--- config.mk ---
export PLATFORM = sky130hd
export DESIGN_NAME = operand_fetch_rf
export DESIGN_NICKNAME = d
export VERILOG_FILES = /design/src/rtl/operand_fetch_rf.sv
export SDC_FILE = /design/constraint.sdc
export NUM_CORES = 1
export LEC_CHECK = 0
export CAP_MARGIN = 20
export CORE_ASPECT_RATIO = 1.75
export CORE_MARGIN = 4
export CORE_UTILIZATION = 49
export CTS_CLUSTER_SIZE = 24
export DETAILED_ROUTE_END_ITERATION = 12
export GPL_TIMING_DRIVEN = 0
export PLACE_DENSITY = 0.68
export SLEW_MARGIN = 20
export SYNTH_ARGS = -nofsm -noshare
export SYNTH_HDL_FRONTEND = slang
export SYNTH_SLANG_ARGS = --single-unit
--- constraint.sdc ---
create_clock -name clk -period 6.4 [get_ports clk]
set_clock_uncertainty 0.15 [all_clocks]
set_input_delay 0.64 -clock clk [delete_from_list [all_inputs] [get_ports clk]]
set_output_delay 0.64 -clock clk [all_outputs]
set_load 0.01 [all_outputs]
--- src/rtl/operand_fetch_rf.sv ---
// Operand-fetch / register-file stage: 16 x 16-bit registers, a per-register
// pending-write scoreboard, writeback bypass, and a valid/ready operand pair to execute.
module operand_fetch_rf #(
    parameter int DATA_W = 16,
    parameter int NREG   = 16,
    parameter int IDX_W  = $clog2(NREG)
) (
    input  logic              clk,
    input  logic              rst,
    input  logic              iss_valid,
    output logic              iss_ready,
    input  logic [1:0]        iss_f0,
    input  logic [IDX_W-1:0]  iss_rd,
    input  logic [IDX_W-1:0]  iss_rs1,
    input  logic [IDX_W-1:0]  iss_rs2,
    output logic              ex_valid,
    input  logic              ex_ready,
    output logic [1:0]        ex_f0,
    output logic [IDX_W-1:0]  ex_rd,
    output logic [DATA_W-1:0] ex_op1,
    output logic [DATA_W-1:0] ex_op2,
    input  logic              wb_valid,
    input  logic [IDX_W-1:0]  wb_rd,
    input  logic [DATA_W-1:0] wb_data,
    output logic [NREG-1:0]   busy_mask
);

    logic [DATA_W-1:0] regs_q [NREG];
    logic [DATA_W-1:0] regs_d [NREG];
    logic [NREG-1:0]   busy_q, busy_d;
    logic              ex_valid_q, ex_valid_d;
    logic [1:0]        ex_f0_q, ex_f0_d;
    logic [IDX_W-1:0]  ex_rd_q, ex_rd_d;
    logic [DATA_W-1:0] ex_op1_q, ex_op1_d;
    logic [DATA_W-1:0] ex_op2_q, ex_op2_d;

    logic [NREG-1:0]   wb_clr_s;
    logic [NREG-1:0]   busy_eff_s;
    logic              hazard_s;
    logic              accept_s;
    logic [DATA_W-1:0] op1_byp_s, op2_byp_s;

    // Hazard detection: a same-cycle writeback releases its register for issue.
    always_comb begin
        wb_clr_s = {NREG{1'b0}};
        if (wb_valid) begin
            wb_clr_s[wb_rd] = 1'b1;
        end else begin
            wb_clr_s = {NREG{1'b0}};
        end
        busy_eff_s = busy_q & ~wb_clr_s;
        hazard_s   = busy_eff_s[iss_rs1] | busy_eff_s[iss_rs2] | busy_eff_s[iss_rd];
        iss_ready  = !hazard_s && (!ex_valid_q || ex_ready);
        accept_s   = iss_valid && iss_ready;
    end

    // Operand read with writeback bypass.
    always_comb begin
        if (wb_valid && (wb_rd == iss_rs1)) begin
            op1_byp_s = wb_data;
        end else begin
            op1_byp_s = regs_q[iss_rs1];
        end
        if (wb_valid && (wb_rd == iss_rs2)) begin
            op2_byp_s = wb_data;
        end else begin
            op2_byp_s = regs_q[iss_rs2];
        end
    end

    // Register file and scoreboard next state; an accepted set beats a same-cycle clear.
    always_comb begin
        regs_d = regs_q;
        if (wb_valid) begin
            regs_d[wb_rd] = wb_data;
        end else begin
            regs_d = regs_q;
        end
        busy_d = busy_eff_s;
        if (accept_s) begin
            busy_d[iss_rd] = 1'b1;
        end else begin
            busy_d = busy_eff_s;
        end
    end

    // Output pair next state: load on accept, drop on consume, otherwise hold.
    always_comb begin
        ex_valid_d = ex_valid_q;
        ex_f0_d    = ex_f0_q;
        ex_rd_d    = ex_rd_q;
        ex_op1_d   = ex_op1_q;
        ex_op2_d   = ex_op2_q;
        if (accept_s) begin
            ex_valid_d = 1'b1;
            ex_f0_d    = iss_f0;
            ex_rd_d    = iss_rd;
            ex_op1_d   = op1_byp_s;
            ex_op2_d   = op2_byp_s;
        end else if (ex_ready) begin
            ex_valid_d = 1'b0;
        end else begin
            ex_valid_d = ex_valid_q;
        end
    end

    // State registers with synchronous, dominant reset.
    always_ff @(posedge clk) begin
        if (rst) begin
            for (int i = 0; i < NREG; i++) begin
                regs_q[i] <= {DATA_W{1'b0}};
            end
            busy_q     <= {NREG{1'b0}};
            ex_valid_q <= 1'b0;
            ex_f0_q    <= 2'b00;
            ex_rd_q    <= {IDX_W{1'b0}};
            ex_op1_q   <= {DATA_W{1'b0}};
            ex_op2_q   <= {DATA_W{1'b0}};
        end else begin
            regs_q     <= regs_d;
            busy_q     <= busy_d;
            ex_valid_q <= ex_valid_d;
            ex_f0_q    <= ex_f0_d;
            ex_rd_q    <= ex_rd_d;
            ex_op1_q   <= ex_op1_d;
            ex_op2_q   <= ex_op2_d;
        end
    end

    assign ex_valid  = ex_valid_q;
    assign ex_f0     = ex_f0_q;
    assign ex_rd     = ex_rd_q;
    assign ex_op1    = ex_op1_q;
    assign ex_op2    = ex_op2_q;
    assign busy_mask = busy_q;

endmodule
# ---- Yosys cells after proc, flatten, opt, wreduce, memory -nomap -nowiden
# Index checks and enable logic that the tools add are counted.
dict set report word_totals {
  reg_bits 311
  input_bits 39
  output_inout_bits 56
  wordCells 78
}
dict set report classes {
  n_lt_le_gt_ge 10
  n_eq_ne 2
  mux 25
  bitwise_logic 8
  reduce_logical 11
}
# cell count
set op_table {}
lappend op_table {{bitwise mux 256 bit} 1}
lappend op_table {{2-to-1 mux 16 bit} 9}
lappend op_table {{binary-select mux 16 bit (select 4 bit)} 2}
lappend op_table {{demux 16 bit (select 4 bit)} 1}
lappend op_table {{< comparator 4 x 5 -> 1 bit, second input constant} 4}
lappend op_table {{AND 16 bit} 1}
lappend op_table {{NOT 16 bit} 1}
lappend op_table {{bitwise OR 16 bit} 1}
lappend op_table {{greater-or-equal comparator 5 bit, second input constant} 3}
lappend op_table {{NOT 4 -> 5 bit} 3}
lappend op_table {{binary-select mux 1 bit (select 4 bit)} 3}
lappend op_table {{demux 1 bit (select 4 bit)} 2}
lappend op_table {{equality test 4 bit} 2}
lappend op_table {{greater-or-equal comparator 4 x 1 -> 1 bit, second input constant} 2}
lappend op_table {{logical AND 1 bit} 7}
lappend op_table {{2-to-1 mux 1 bit} 7}
lappend op_table {{< comparator 5 x 1 -> 1 bit, second input constant} 1}
lappend op_table {{logical NOT 1 bit} 2}
lappend op_table {{bitwise OR 1 bit} 2}
lappend op_table {{nonzero test 2 bit} 1}
lappend op_table {{logical OR 1 bit} 1}

# ---- Depth between registers and ports, before layout
# Gate-level depths: netlist of run 1.
dict set report depth {
  ltp_word 15
  ltp_mapped 11
  depth_no_buf 7
}

# ---- Worst setup path after synthesis of run 1
# OpenSTA, ideal clock, no wires.
dict set report synth_timing {
  path_kind {input to output}
  startpoint {input wb_rd[1]}
  endpoint {output iss_ready}
  t_arrival_ns 2.592
  t_required_ns 5.610
  slack_ns 3.018
  stages 10
  n_path_buf 4
  path_cell_list {buf_2 > or3b_1 > buf_6 > nor2_2 > o221ai_1 > nand4_1 > and4_1 > clkbuf_1 > clkbuf_1 > and3_1}
}
dict set report synth_via {
  elab_chain_cells 13
  elab_cells_between_ends 18
  cone_classes {2 x order compare; 9 x mux; 4 x bitwise; 3 x reduce/logical}
}
# item line
set synth_lines {}
lappend synth_lines {{start, declared} 23} ;# input logic [IDX_W-1:0] wb_rd,
lappend synth_lines {{< comparator 4 x 5 -> 1 bit (implied by the code) or greater-or-equal comparator 4 x 1 -> 1 bit (tied branches)} 47} ;# wb_clr_s[wb_rd] = 1'b1;
lappend synth_lines {{logical AND 1 bit (implied by the code)} 47}
lappend synth_lines {{2-to-1 mux 1 bit (implied by the code)} 47}
lappend synth_lines {{demux 1 bit (select 4 bit) *} 47}
lappend synth_lines {{2-to-1 mux 16 bit *} 46} ;# if (wb_valid) begin
lappend synth_lines {{NOT 16 bit *} 51} ;# busy_eff_s = busy_q & ~wb_clr_s;
lappend synth_lines {{AND 16 bit *} 51}
lappend synth_lines {{binary-select mux 1 bit (select 4 bit)} 52} ;# hazard_s = busy_eff_s[iss_rs1] | busy_eff_s[iss_rs2] | busy_eff_s[iss_rd];
lappend synth_lines {{2-to-1 mux 1 bit (implied by the code)} 52}
lappend synth_lines {{bitwise OR 1 bit} 52}
lappend synth_lines {{bitwise OR 1 bit *} 52}
lappend synth_lines {{logical NOT 1 bit *} 53} ;# iss_ready = !hazard_s && (!ex_valid_q || ex_ready);
lappend synth_lines {{logical AND 1 bit *} 53}
lappend synth_lines {{end, declared} 11} ;# output logic iss_ready,
# Every way passes the cells marked *; elsewhere a longest branch is shown, timed or not. The select of a mux whose other input is x is not followed.

# ---- Worst setup path after layout of run 1
dict set report layout_timing {
  startpoint {input wb_rd[3]}
  endpoint {output iss_ready}
}
# The elaborated chain is that of the path after synthesis.

==> results.cfg, run 1 <==
[timing]
whs_ns = 0.317
finalCriticalPeriod_ns = 5.59
drv_slew = 0
finalCritPeriodShare = 0.873
setup_tns_ns = 0
hold_viol = 0
slew-limit-headroom = 0.186
tightestPinTransition_ns = 1.19
rsz0062_at_grt = false
final-setup-viol-count = 0
fmax_mhz = 179
setup_slack_ns = 0.812

[placed_design]
pre_cts_ws_ns = 0.892
port_buffers = 69
place_hpwl_mm = 49.7
place_congestion = 1.06
dpl_cell_area_sq_mm = 0.0171

[routing]
highest_layer = met4
vias_per_cell = 6.60
route.met3.wl_mm = 5.40
wl_per_cell_um = 29.6
drt_first_pass_iters = 5
drt.antenna.violating_nets = 0
vias = 15000
drc = 0
wl_met1_mm = 20.2
met2WireLength_mm = 32.7
routed_wl_mm = 67.2
drt_iter0_drc = 1599

[clocking]
clk_pin_slew_ns = 0.07
clk_path_buf_depth = 3
cts-resized-gates = 0
cts_htree_levels = 1
cts_buffers = 29
cts-hold-fix-buffers = 0
post_cts_buffers = 0
insertion_delay_ns = 0.58
cts_tree = yes
clockRootBuffer = clkbuf_16
clock_sinks = 311

[power]
p_per_area_mw_per_mm2 = 251
power_w = 0.00457
p_leak_nw = 5.63
ir_drop_v = 0.000216

[global_route]
antenna_found_initial = 6
overflow = 0
grt_pass1_wl_mm = 97.0
grtUsageTotal = 0.381
grt_pass1_vias = 14500
grt_max_degree = 17

[critical_path]
cp.required_ns = 5.61
worstPathCellList = clkdlybuf4s50_1 -> or2_1 -> clkbuf_1 -> nor2_1 -> o221ai_1 -> nand4_1 -> and4_1 -> clkbuf_1 -> clkbuf_1 -> and3_1 -> clkdlybuf4s50_1
reg2reg_depth = 8
cp_top_family = buffers and inverters
r2r_start = busy_mask[1]
cp-end-kind = output pin
r2r_slack_ns = 2.36
cpMostUsedCell = clkbuf_1
cp-startpoint = wb_rd[3]
worstPathMaxFanout = 10
slowest_delay_ns = 0.99
cp.depth = 11
critPathKind = input port to output pin
critPathLaunchType = input port
path_buf_inv = 5
regToRegEndpoint = busy_mask[12]
arrival_ns = 4.80
slowest_stage = nor2_1

[worst_hold_path]
min_path_cells = 2
hold_path_class = register to register
min-delay-start = regs_q[80]
whs_endpoint = regs_q[80]

[yosys]
synth_top_family_by_area = multiplexers
synthMuxAreaShare = 0.248
synth_xor_area_frac = 0.00441
synth-edff-count = 0
syn_area_per_cell_sq_um = 9.11
syn_inst = 1745
synth.distinct_cells = 52
synth_fp_nets = 1784
synth_compound_gate_area_share = 0.145
ys.flop_type = dfxtp_1
ys_warn_count = 0
synth_adder_area_share = 0
synthSimpleGateAreaFrac = 0.164
ys_seq_area_frac = 0.392
syn-cell-area_sq_mm = 0.0159
async_flop_share = 0
synth-seq-cells = 311

[cells_and_area]
fill_cells = 2943
final_common_cell = nand2_1
layout_common_cells = nand2_1 (546), a21oi_1 (311), dfxtp_1 (311)
nets = 1885
fin_area_sq_mm = 0.0182
area_delta_synth_final_pct = 14.6
drive_gt1_frac = 0.138

[flow_run]
max_cap_violations = 0

[die]
rows = 87
coreArea_sq_mm = 0.0321
ioPinCount = 95
dieWidth_um = 144
dieArea_sq_mm = 0.0355
fp.dieH_um = 246
start_util = 0.495

[status]
outcome = finished clean
==> cells in the mapped netlist (all sizes together) (10+ instances only) <==
master,instances,share of area
or4,14,0.0066
a211oi,34,0.016
o2111ai,10,0.0055
mux2i,33,0.021
o21ai,23,0.0082
nand2,546,0.13
clkbuf,139,0.033
o211ai,15,0.0071
buf,40,0.013
dfxtp,311,0.39
a21oi,311,0.098
nor2,25,0.0062
nand3,14,0.0047
mux4,160,0.23
==> how the worst max path moves through the flow <==
stage,endpoint,slack (ns)
after floorplan,iss_ready,3.02
after global placement,iss_ready,0.90
after detailed placement,iss_ready,0.89
after CTS,iss_ready,0.89
after global routing,iss_ready,0.71
final,iss_ready,0.81
==> state kept, by name (all words and copies together), names as in the netlist <==
name / count
ex_op1: 16
busy_mask: 16
ex_op2: 16
ex_f0: 2
regs_q: 256
ex_valid: 1
ex_rd: 4
==> where the power goes <==
group | leakage [nW] | internal [W] | switching (W)
combinational | 2.59 | 0.000193 | 0.000359
sequential | 2.52 | 0.00198 | 0.0000331
clock | 0.525 | 0.00117 | 0.000835
total | 5.63 | 0.00335 | 0.00123
==> final cells by class <==
class                      count  area [sq um]  share of cell area
multi-input combinational   1249          8930               0.490
sequential                   311          6230               0.342
clock buffer                  34           795              0.0436
buffer                       179           738              0.0405
timing repair buffer          70           706              0.0387
tap                          400           500              0.0275
clock inverter                19           292              0.0160
inverter                       6          22.5             0.00124
antenna                        3          7.51            0.000412
==> per-layer routing <==
metal | GRT usage | up-vias
met4 | 0.366 | 0
li1 | - | 6446
met1 | 0.387 | 7300
met2 | 0.627 | 893
met3 | 0.0845 | 347
met5 | 0 | -
==> worst min-delay path, stage by stage (launching register included) <==
cell and delay (ns):
dfxtp_1 0.32, nand2_1 0.05, a21oi_1 0.05
==> cells by family (layout without fill, tap and decap cells) <==
logic type	after synthesis	in the layout
AND/OR/NAND/NOR	637	637
AO/OA/AOI/OAI	411	411
flip-flops	311	311
multiplexers	193	193
buffers and inverters	185	308
XOR/XNOR	8	8
other	0	3
==> per-stage QoR <==
stage          std cells   util
6_report            2271  0.567
3_3_place_gp        2214  0.532
3_5_place_dp        2214  0.533
4_1_cts             2267  0.566
5_1_grt             2270  0.567
2_1_floorplan       1745      -
Power figures use the tool's default switching activity.
==> run 2: changes to the inputs <==
Settings changed: CTS_CLUSTER_DIAMETER from default to 60, SLEW_MARGIN 20 to 5.
==> results.cfg, run 2 (synthesis gave the netlist of run 1 again) <==
[timing]
finalCritPeriodShare = 0.861
fmax_mhz = 182
finalCriticalPeriod_ns = 5.51
rsz0062_at_grt = false
drv_slew = 0
hold_viol = 0
tightestPinTransition_ns = 1.13
slew-limit-headroom = 0.249
setup_tns_ns = 0
whs_ns = 0.320
final-setup-viol-count = 0

[cells_and_area]
area_delta_synth_final_pct = 11.2
final_common_cell = nand2_1
fill_cells = 3002
layout_common_cells = nand2_1 (546), a21oi_1 (311), dfxtp_1 (311)
drive_gt1_frac = 0.124
fin_area_sq_mm = 0.0177
top_register = regs_q
finish.utilization = 0.550
nets = 1876
largest_register_ffs = 256

[routing]
drt_first_pass_iters = 6
drt_iter0_drc = 1752
drt.antenna.violating_nets = 0
routed_wl_mm = 66.3
vias_per_cell = 6.62
wl_per_cell_um = 29.5
drc = 0
vias = 14900

[placed_design]
place_congestion = 1.06
place_hpwl_mm = 49.7
dpl_cell_area_sq_mm = 0.0171
port_buffers = 69

[critical_path]
arrival_ns = 4.72
crit_path_end = iss_ready
cp.required_ns = 5.61
worstPathMaxFanout = 10
r2r_slack_ns = 2.55
reg2reg_depth = 8
regToRegEndpoint = busy_mask[12]
r2r_start = busy_mask[1]
critPathKind = input port to output pin
critPathLaunchType = input port
cp-startpoint = wb_rd[2]
cp-end-kind = output pin

[flow_run]
max_cap_violations = 0

[clocking]
cts-resized-gates = 0
cts-hold-fix-buffers = 0
clk_path_buf_depth = 3
clock_sinks = 311
clk_pin_slew_ns = 0.09
clockRootBuffer = clkbuf_16
cts_htree_levels = 1
post_cts_buffers = 0
cts_buffers = 17
cts_tree = yes
insertion_delay_ns = 0.53

[die]
fp.dieH_um = 246
ioPinCount = 95
start_util = 0.495
rows = 87
dieArea_sq_mm = 0.0355
dieWidth_um = 144
coreArea_sq_mm = 0.0321

[global_route]
grt_max_degree = 25
grt_pass1_vias = 14300
antenna_found_initial = 5
grt_pass1_wl_mm = 95.9
grtUsageTotal = 0.377
overflow = 0

[power]
ir_drop_v = 0.000191
p_leak_nw = 5.37
p_per_area_mw_per_mm2 = 215
power.switching_w = 0.00107
internal-power_w = 0.00273
clockPowerShare = 0.326
p_seq_frac = 0.529
combPwrFrac = 0.145
swShare = 0.282

[worst_hold_path]
hold_path_class = register to register

[status]
outcome = finished clean
==> run 2: worst min path at each step <==
stage,startpoint,to,slack (ns),cells after the start
finish,regs_q[80],regs_q[80],0.32,2
global route,regs_q[23],regs_q[23],0.34,2
CTS,regs_q[44],regs_q[44],0.32,2
detailed placement,regs_q[197],regs_q[197],0.31,2
global placement,regs_q[151],regs_q[151],0.30,2
floorplan,regs_q[127],regs_q[127],0.29,2
==> run 2: power groups by stage <==
stage	Sequential, W	Combinational (W)	Clock, W
2_1_floorplan	0.00206	0.000305	0
3_3_place_gp	0.00205	0.000527	0
3_5_place_dp	0.00206	0.000538	0
4_1_cts	0.00201	0.000538	0.00124
5_1_grt	0.00202	0.000581	0.00131
6_report	0.00201	0.000551	0.00124
==> run 2: stage by stage <==
step	total power (W)	setup slack [ns]	instances
finish	0.00381	0.892	2246
global route	0.00391	0.783	2243
CTS	0.00379	0.994	2240
detailed placement	0.00259	0.998	2215
global placement	0.00258	0.903	2214
floorplan	0.00236	3.02	1745
==> run 2: critical path, cell delays in order <==
cell,delay (ns)
clkdlybuf4s50_1,0.52
buf_2,0.25
nand2b_1,0.08
clkbuf_1,0.29
nor2_1,0.82
o221ai_1,0.25
nand4_1,0.20
and4_1,0.23
clkbuf_1,0.23
clkbuf_1,0.43
and3_1,0.23
clkdlybuf4s50_1,0.55
==> run 2: final cells by class <==
cell class,count,area [sq um],share of cell area
Multi-Input combinational cell,1249,8930,0.505
Inverter,6,22.5,0.00127
Buffer,179,734,0.0416
Clock buffer,21,460,0.0260
Antenna cell,3,7.51,0.000425
Tap cell,400,500,0.0283
Timing Repair Buffer,73,743,0.0420
Clock inverter,4,52.6,0.00297
Sequential cell,311,6230,0.352
==> run 2: per-layer routing <==
metal,part of all wire,track usage,up-vias
met5,0.00036,0.00146,-
met4,0.13,0.360,4
met3,0.065,0.0668,335
met2,0.50,0.632,876
met1,0.31,0.383,7245
li1,-,-,6414
